<file path="config.mk">
export PLATFORM = sky130hd
export DESIGN_NAME = map_port_arbiter_flat
export DESIGN_NICKNAME = d
export VERILOG_FILES = /design/src/rtl/map_port_arbiter_if.sv /design/src/rtl/map_port_arbiter.sv /design/src/flat_wrapper.sv
export SDC_FILE = /design/constraint.sdc
export NUM_CORES = 1
export LEC_CHECK = 0
export ABC_AREA = 1
export BUFFER_PORTS_ARGS = -buffer_cell sky130_fd_sc_hd__buf_2
export CORE_ASPECT_RATIO = 1.5
export CORE_MARGIN = 4
export CORE_UTILIZATION = 45
export DETAILED_ROUTE_END_ITERATION = 10
export PLACE_DENSITY = 0.77
export SLEW_MARGIN = 0
export SYNTH_ARGS = -nofsm -noshare
export SYNTH_HDL_FRONTEND = slang
export SYNTH_SLANG_ARGS = --single-unit
export TNS_END_PERCENT = 1
</file>
<file path="constraint.sdc">
create_clock -name clk -period 2.3 [get_ports clk]
set_input_delay 0.345 -clock clk [delete_from_list [all_inputs] [get_ports clk]]
set_output_delay 0.345 -clock clk [all_outputs]
set_load 0.005 [all_outputs]
</file>
<file path="src/rtl/map_port_arbiter_if.sv">
// map_port_arbiter_if: video, bot and RAM bundle of the map port arbiter.
// slave = arbiter side, master = scan logic / bot controller / RAM side.
interface map_port_arbiter_if #(
  parameter int ADDR_W = 14
);
  logic              vid_active;
  logic [ADDR_W-1:0] vid_addr;
  logic [1:0]        vid_world;
  logic              vid_en_out;
  logic              vid_stolen;
  logic              bot_req;
  logic [ADDR_W-1:0] bot_addr;
  logic              bot_ack;
  logic [1:0]        bot_data;
  logic [ADDR_W-1:0] ram_addr;
  logic [1:0]        ram_dout;
  logic [15:0]       steal_count;

  modport slave (
    input  vid_active,
    input  vid_addr,
    input  bot_req,
    input  bot_addr,
    input  ram_dout,
    output vid_world,
    output vid_en_out,
    output vid_stolen,
    output bot_ack,
    output bot_data,
    output ram_addr,
    output steal_count
  );

  modport master (
    output vid_active,
    output vid_addr,
    output bot_req,
    output bot_addr,
    output ram_dout,
    input  vid_world,
    input  vid_en_out,
    input  vid_stolen,
    input  bot_ack,
    input  bot_data,
    input  ram_addr,
    input  steal_count
  );
endinterface

</file>
<file path="src/rtl/map_port_arbiter.sv">
// map_port_arbiter: shares the single-port world-map RAM between the
// video scan path (priority in active display) and the bot controller.
// Ports: clk, reset_n (async, active low), bus (map_port_arbiter_if.slave:
//   vid_active/vid_addr in, vid_world/vid_en_out/vid_stolen out,
//   bot_req/bot_addr in, bot_ack/bot_data out, ram_addr out, ram_dout in,
//   steal_count out).
// Option: define ARB_STATS_EN to count slots stolen during active video;
//   otherwise steal_count is tied to zero.
module map_port_arbiter #(
  parameter int ADDR_W     = 14,
  parameter int RAM_LAT    = 1,
  parameter int STARVE_MAX = 8
) (
  input logic               clk,
  input logic               reset_n,
  map_port_arbiter_if.slave bus
);

  typedef enum logic [1:0] {
    B_IDLE = 2'd0,
    B_WAIT = 2'd1,
    B_ACK  = 2'd2
  } botSt_t;

  localparam logic [2:0] LAT  = 3'(RAM_LAT);
  localparam logic [7:0] SMAX = 8'(STARVE_MAX);

  botSt_t            state;
  botSt_t            stateNxt;
  logic [2:0]        latCnt;
  logic [2:0]        latNxt;
  logic [7:0]        starveCnt;
  logic [7:0]        starveNxt;
  logic              capture;
  logic              botGrant;
  logic [ADDR_W-1:0] ramAddr;
  logic [1:0]        botData;
  logic [1:0]        vidWorld;
  logic              vidEn;
  logic              vidStolen;

  // Stage 0 rides with ram_addr; stage RAM_LAT lines up with ram_dout.
  logic [RAM_LAT:0]  tagPipe;
  logic [RAM_LAT:0]  actPipe;

  assign botGrant = (state == B_IDLE)
                 && bus.bot_req
                 && (!bus.vid_active || starveCnt == SMAX);

  // Slot owner: address register plus tag / active-flag pipes.
  always_ff @(posedge clk or negedge reset_n) begin
    if (!reset_n) begin
      ramAddr <= '0;
      tagPipe <= '0;
      actPipe <= '0;
    end else begin
      ramAddr <= botGrant ? bus.bot_addr : bus.vid_addr;
      tagPipe <= {tagPipe[RAM_LAT-1:0], botGrant};
      actPipe <= {actPipe[RAM_LAT-1:0], bus.vid_active};
    end
  end

  // Video beat: a bot-owned slot repeats the last word and flags it.
  always_ff @(posedge clk or negedge reset_n) begin
    if (!reset_n) begin
      vidWorld  <= 2'b00;
      vidEn     <= 1'b0;
      vidStolen <= 1'b0;
    end else begin
      vidEn <= actPipe[RAM_LAT];
      if (tagPipe[RAM_LAT]) begin
        vidStolen <= actPipe[RAM_LAT];
      end else begin
        vidWorld  <= bus.ram_dout;
        vidStolen <= 1'b0;
      end
    end
  end

  always_ff @(posedge clk or negedge reset_n) begin
    if (!reset_n) begin
      state     <= B_IDLE;
      latCnt    <= '0;
      starveCnt <= '0;
      botData   <= 2'b00;
    end else begin
      state     <= stateNxt;
      latCnt    <= latNxt;
      starveCnt <= starveNxt;
      if (capture) begin
        botData <= bus.ram_dout;
      end
    end
  end

  // Bot read FSM: the latency counter runs RAM_LAT..0 so the capture
  // lands on the edge where ram_dout carries the granted address.
  always_comb begin
    stateNxt = state;
    latNxt   = latCnt;
    capture  = 1'b0;
    unique case (state)
      B_IDLE: begin
        if (botGrant) begin
          stateNxt = B_WAIT;
          latNxt   = LAT;
        end
      end
      B_WAIT: begin
        if (latCnt == 3'd0) begin
          capture  = 1'b1;
          stateNxt = B_ACK;
        end else begin
          latNxt = latCnt - 3'd1;
        end
      end
      B_ACK: begin
        stateNxt = B_IDLE;
      end
      default: begin
        stateNxt = B_IDLE;
      end
    endcase
  end

  // Starvation: counts only while the bot is actually blocked by video.
  always_comb begin
    starveNxt = starveCnt;
    if (botGrant || !bus.bot_req) begin
      starveNxt = 8'd0;
    end else if (state == B_IDLE
              && bus.vid_active
              && starveCnt != SMAX) begin
      starveNxt = starveCnt + 8'd1;
    end
  end

`ifdef ARB_STATS_EN
  logic [15:0] stealCnt;

  always_ff @(posedge clk or negedge reset_n) begin
    if (!reset_n) begin
      stealCnt <= 16'h0000;
    end else if (botGrant
              && bus.vid_active
              && stealCnt != 16'hFFFF) begin
      stealCnt <= stealCnt + 16'h0001;
    end
  end

  assign bus.steal_count = stealCnt;
`else
  assign bus.steal_count = 16'h0000;
`endif

  assign bus.ram_addr   = ramAddr;
  assign bus.vid_world  = vidWorld;
  assign bus.vid_en_out = vidEn;
  assign bus.vid_stolen = vidStolen;
  assign bus.bot_ack    = (state == B_ACK);
  assign bus.bot_data   = botData;

endmodule
</file>
<file path="src/flat_wrapper.sv">
// flat-port wrapper written by rule: the top's interface ports become plain ports
module map_port_arbiter_flat 
#(
  parameter int ADDR_W     = 14,
  parameter int RAM_LAT    = 1,
  parameter int STARVE_MAX = 8
)
  (clk, reset_n, bus_vid_active, bus_vid_addr, bus_bot_req, bus_bot_addr, bus_ram_dout, bus_vid_world, bus_vid_en_out, bus_vid_stolen, bus_bot_ack, bus_bot_data, bus_ram_addr, bus_steal_count);
  map_port_arbiter_if #(.ADDR_W(ADDR_W)) bus_i ();
  input logic clk;
  input logic reset_n;
  input wire logic [$bits(bus_i.vid_active)-1:0] bus_vid_active;
  input wire logic [$bits(bus_i.vid_addr)-1:0] bus_vid_addr;
  input wire logic [$bits(bus_i.bot_req)-1:0] bus_bot_req;
  input wire logic [$bits(bus_i.bot_addr)-1:0] bus_bot_addr;
  input wire logic [$bits(bus_i.ram_dout)-1:0] bus_ram_dout;
  output wire logic [$bits(bus_i.vid_world)-1:0] bus_vid_world;
  output wire logic [$bits(bus_i.vid_en_out)-1:0] bus_vid_en_out;
  output wire logic [$bits(bus_i.vid_stolen)-1:0] bus_vid_stolen;
  output wire logic [$bits(bus_i.bot_ack)-1:0] bus_bot_ack;
  output wire logic [$bits(bus_i.bot_data)-1:0] bus_bot_data;
  output wire logic [$bits(bus_i.ram_addr)-1:0] bus_ram_addr;
  output wire logic [$bits(bus_i.steal_count)-1:0] bus_steal_count;
  assign bus_i.vid_active = bus_vid_active;
  assign bus_i.vid_addr = bus_vid_addr;
  assign bus_i.bot_req = bus_bot_req;
  assign bus_i.bot_addr = bus_bot_addr;
  assign bus_i.ram_dout = bus_ram_dout;
  assign bus_vid_world = bus_i.vid_world;
  assign bus_vid_en_out = bus_i.vid_en_out;
  assign bus_vid_stolen = bus_i.vid_stolen;
  assign bus_bot_ack = bus_i.bot_ack;
  assign bus_bot_data = bus_i.bot_data;
  assign bus_ram_addr = bus_i.ram_addr;
  assign bus_steal_count = bus_i.steal_count;
  map_port_arbiter #(.ADDR_W(ADDR_W), .RAM_LAT(RAM_LAT), .STARVE_MAX(STARVE_MAX)) u_core (.clk(clk), .reset_n(reset_n), .bus(bus_i));
endmodule
</file>
==> impl_results.md <==
- Status: completed
- Hold Vio Cnt, Final: 0
- Number of synthesis warnings: 0
- Final Cycle Share: 0.6780
- Setup WS pre-CTS: about 750 ps
- Maximum fanout along the worst path: 5
- FF/Latch Area: 925.9 um2
- # diodes: 0
- Asr flop ratio synth: 1.000
- Internal power: between 1 and 1.5 mW
- Setup CP Type: flip-flop to flip-flop
- Largest net degree at the start of global routing: 38
- TNS Setup: 0 ps
- Dpl cell area: between 1500 and 2000 um2
- Synthesized instance count: ~200
- I/O pins: 71
- Clock power share: 0.294
- Worst setup SP type: flip-flop
- First-pass DRT Iterations: 4
- CTS Sinks: 37
- Cts bufs inserted: 5
- Slew HR: 0.4636
- EDFF count, synth: 0
- H-tree Lvls: 2
- GP Congestion: between 0.7 and 0.8
- Initial drt markers: 17
- CTS hold repair buffers: 0
- Compound-cell area share of the yosys netlist: 0.03357
- Max-cap violations: 0
- Total gr overflow: 0
- Flop pwr share: 0.439
- Wire length per cell: 10.77 um
- Clock Pin Slew Worst Setup and Hold Paths: 70 ps
- Crit path DAT: 1760 ps
- Setup Fix Bufs, Post-CTS: 0
- Layout Utilization: 0.5640
- Sequential area share after synthesis: 0.5286
- Starting Density: 0.4714
- CTS Root Cell: clkbuf_8
- DP HPWL: around 2600 um
- Max Buffers Root-to-Sink: 2
- Simple-gate share of the synthesized area: 0.2536
- Hold crit path type: input pin to async pin
- Post-route antenna net violation count: 0
- PostCTS Resize Cnt: 0
- Final Worst Setup Slack: approximately 740 ps
- Core footprint: between 3000 and 4000 um2
- Synth Area per Inst: approximately 8.6 um2
- Footprint of the multi-input gates: 639.4 um2
- Slew @ Worst Pin: ~800 ps
- Post-route cell area: approximately 2100 um2
- GRT Total Usage: 0.1455
- Final Critical Period: between 1500 and 2000 ps
- Die Span X: 58.94 um
- Die area: approximately 5000 um2
- CP Capture Type: flip-flop
- IO buf count: 54
- Area growth syn-to-layout: 19.64%
- Fill cells: 369
- Clk_lat worst skew: roughly 290 ps
- Ys flop type: dfrtp_1
- Worst vdd ir: just under 0.6 mV
- Share of cells above drive strength 1: 0.2700
- First-pass GRT wire length: roughly 5500 um
- Yosys cell types: 22
- Drt drc: 0
- Adder-cell area share of the yosys netlist: 0.02857
- Sw power: around 0.58 mW
- Xor/xnor share of the synthesized area: 0.01500
- Syn Std Cell Area: 1752 um2
- Switch share: 0.3125
- FMAX: between 600 and 700 MHz
- Final setup viols: 0
- Mux contribution to synthesized area: 0
- Die Y: between 80 and 90 um
- Final nets: 300
- Clock Skew: 7.930 ps
- Initial antenna violation count: 0
- Number of global-route vias before repair: between 1000 and 1500
- Drt via density: about 4.5
- Data required, critical path: between 2000 and 3000 ps
- Num rows: 27
- CTS tree: done
- Via count: 1381
- RSZ-0062 raised after global routing: no
- Leakage power: ~1.2 nW
- Comb power frac: 0.267
- Main combinational cell family by area after synthesis: simple AND/OR/NAND/NOR gates
- FF+latch count, synth: 37
- Pwr dens: ~890 nW/um2
- Hold WS: approximately 140 ps
- Slew Limit Fails: 0
- WL final: ~3300 um
[layer usage]
metal	share of wire	vias to the layer above	track usage
li1	-	705	-
met1	0.34	628	0.1416
met2	0.55	40	0.2626
met3	0.087	8	0.06000
met4	0.018	0	0.05567
met5	0	-	0
[layout by cell type (no fill, tap or decap), types with 2 or more instances in the layout]
cell and instances:
nand2_2 5, inv_1 23, conb_1 16, nand3_1 7, xor2_1 2, nand2_1 73, clkbuf_8 5, nor2_1 14
buf_2 54, ha_1 4, dfrtp_1 37, nand4_1 3, o21ai_0 8
[worst max-delay path, stage by stage, from the launching register on]
cell and delay [ps]:
dfrtp_1 380, inv_1 110, ha_1 170, inv_1 40
o21ai_0 370, nand2_1 200, o21ai_0 210
[cells by family after synthesis]
kind of cell               count (synthesis)
AOI/OAI and AO/OA                         11
and+or+nand+nor                          106
buffers and inverters                     42
other                                      1
xor gates and xnor gates                   3
adders and majority gates                  4
DFF                                       37
[metrics by stage]
stage	power [mW]	instances
after global placement	1.310	298
after global routing	2.007	306
after CTS	1.895	306
after floorplan	1.181	219
after detailed placement	1.336	298
final	1.861	306
[final timing paths]
| check | from | to | slack, ps | cells past startpoint |
|---|---|---|---|---|
| hold reg to reg | u_core.actPipe[0] | u_core.actPipe[1] | 360 | 0 |
| setup reg to reg | u_core.latCnt[0] | u_core.bus.bot_data[0] | 740 | 6 |
| setup / recovery | u_core.latCnt[0] | u_core.bus.bot_data[0] | 740 | 6 |
| max in group asynchronous | reset_n | u_core.bus.ram_addr[3] | 1640 | 1 |
| min in group clk | bus_vid_active | u_core.actPipe[0] | 210 | 1 |
| hold / removal | reset_n | u_core.actPipe[1] | 140 | 1 |
[cell type report]
cell class,instances,share of cell area
multi-input combinational,140,0.3051
inverter,24,0.04537
clock inverter,2,0.01851
timing repair buffer,54,0.1290
sequential,37,0.4418
clock buffer,6,0.03463
tap,43,0.02567
[cells in the mapped netlist, types with 2 or more instances]
| cell type | count | area, um2 |
|---|---|---|
| ha_1 | 4 | 50.05 |
| o21ai_0 | 8 | 40.04 |
| xor2_1 | 2 | 17.52 |
| nor2_1 | 14 | 52.55 |
| dfrtp_1 | 37 | 925.9 |
| nand2_2 | 5 | 31.28 |
| nand3_1 | 7 | 35.03 |
| inv_1 | 23 | 86.33 |
| nand4_1 | 3 | 18.77 |
| nand2_1 | 73 | 274.0 |
| buf_4 | 17 | 127.6 |
[sequential cells by signal (all words and copies together), names as in the netlist]
register and cells:
u_core.bus.ram_addr 14, u_core.starveCnt 8, u_core.state 2, u_core.tagPipe 2, u_core.bus.bot_data 2, u_core.bus.vid_stolen 1
u_core.bus.vid_en_out 1, u_core.bus.vid_world 2, u_core.latCnt 3, u_core.actPipe 2
[power groups by stage]
| stage | Clock, mW | Combinational, mW | Sequential, mW |
|---|---|---|---|
| after floorplan | 0 | 0.346 | 0.835 |
| after global placement | 0 | 0.483 | 0.827 |
| after detailed placement | 0 | 0.505 | 0.831 |
| after CTS | 0.565 | 0.510 | 0.819 |
| after global routing | 0.604 | 0.574 | 0.829 |
| final | 0.547 | 0.497 | 0.817 |
Note: power is estimated with default switching activity, not from simulation.
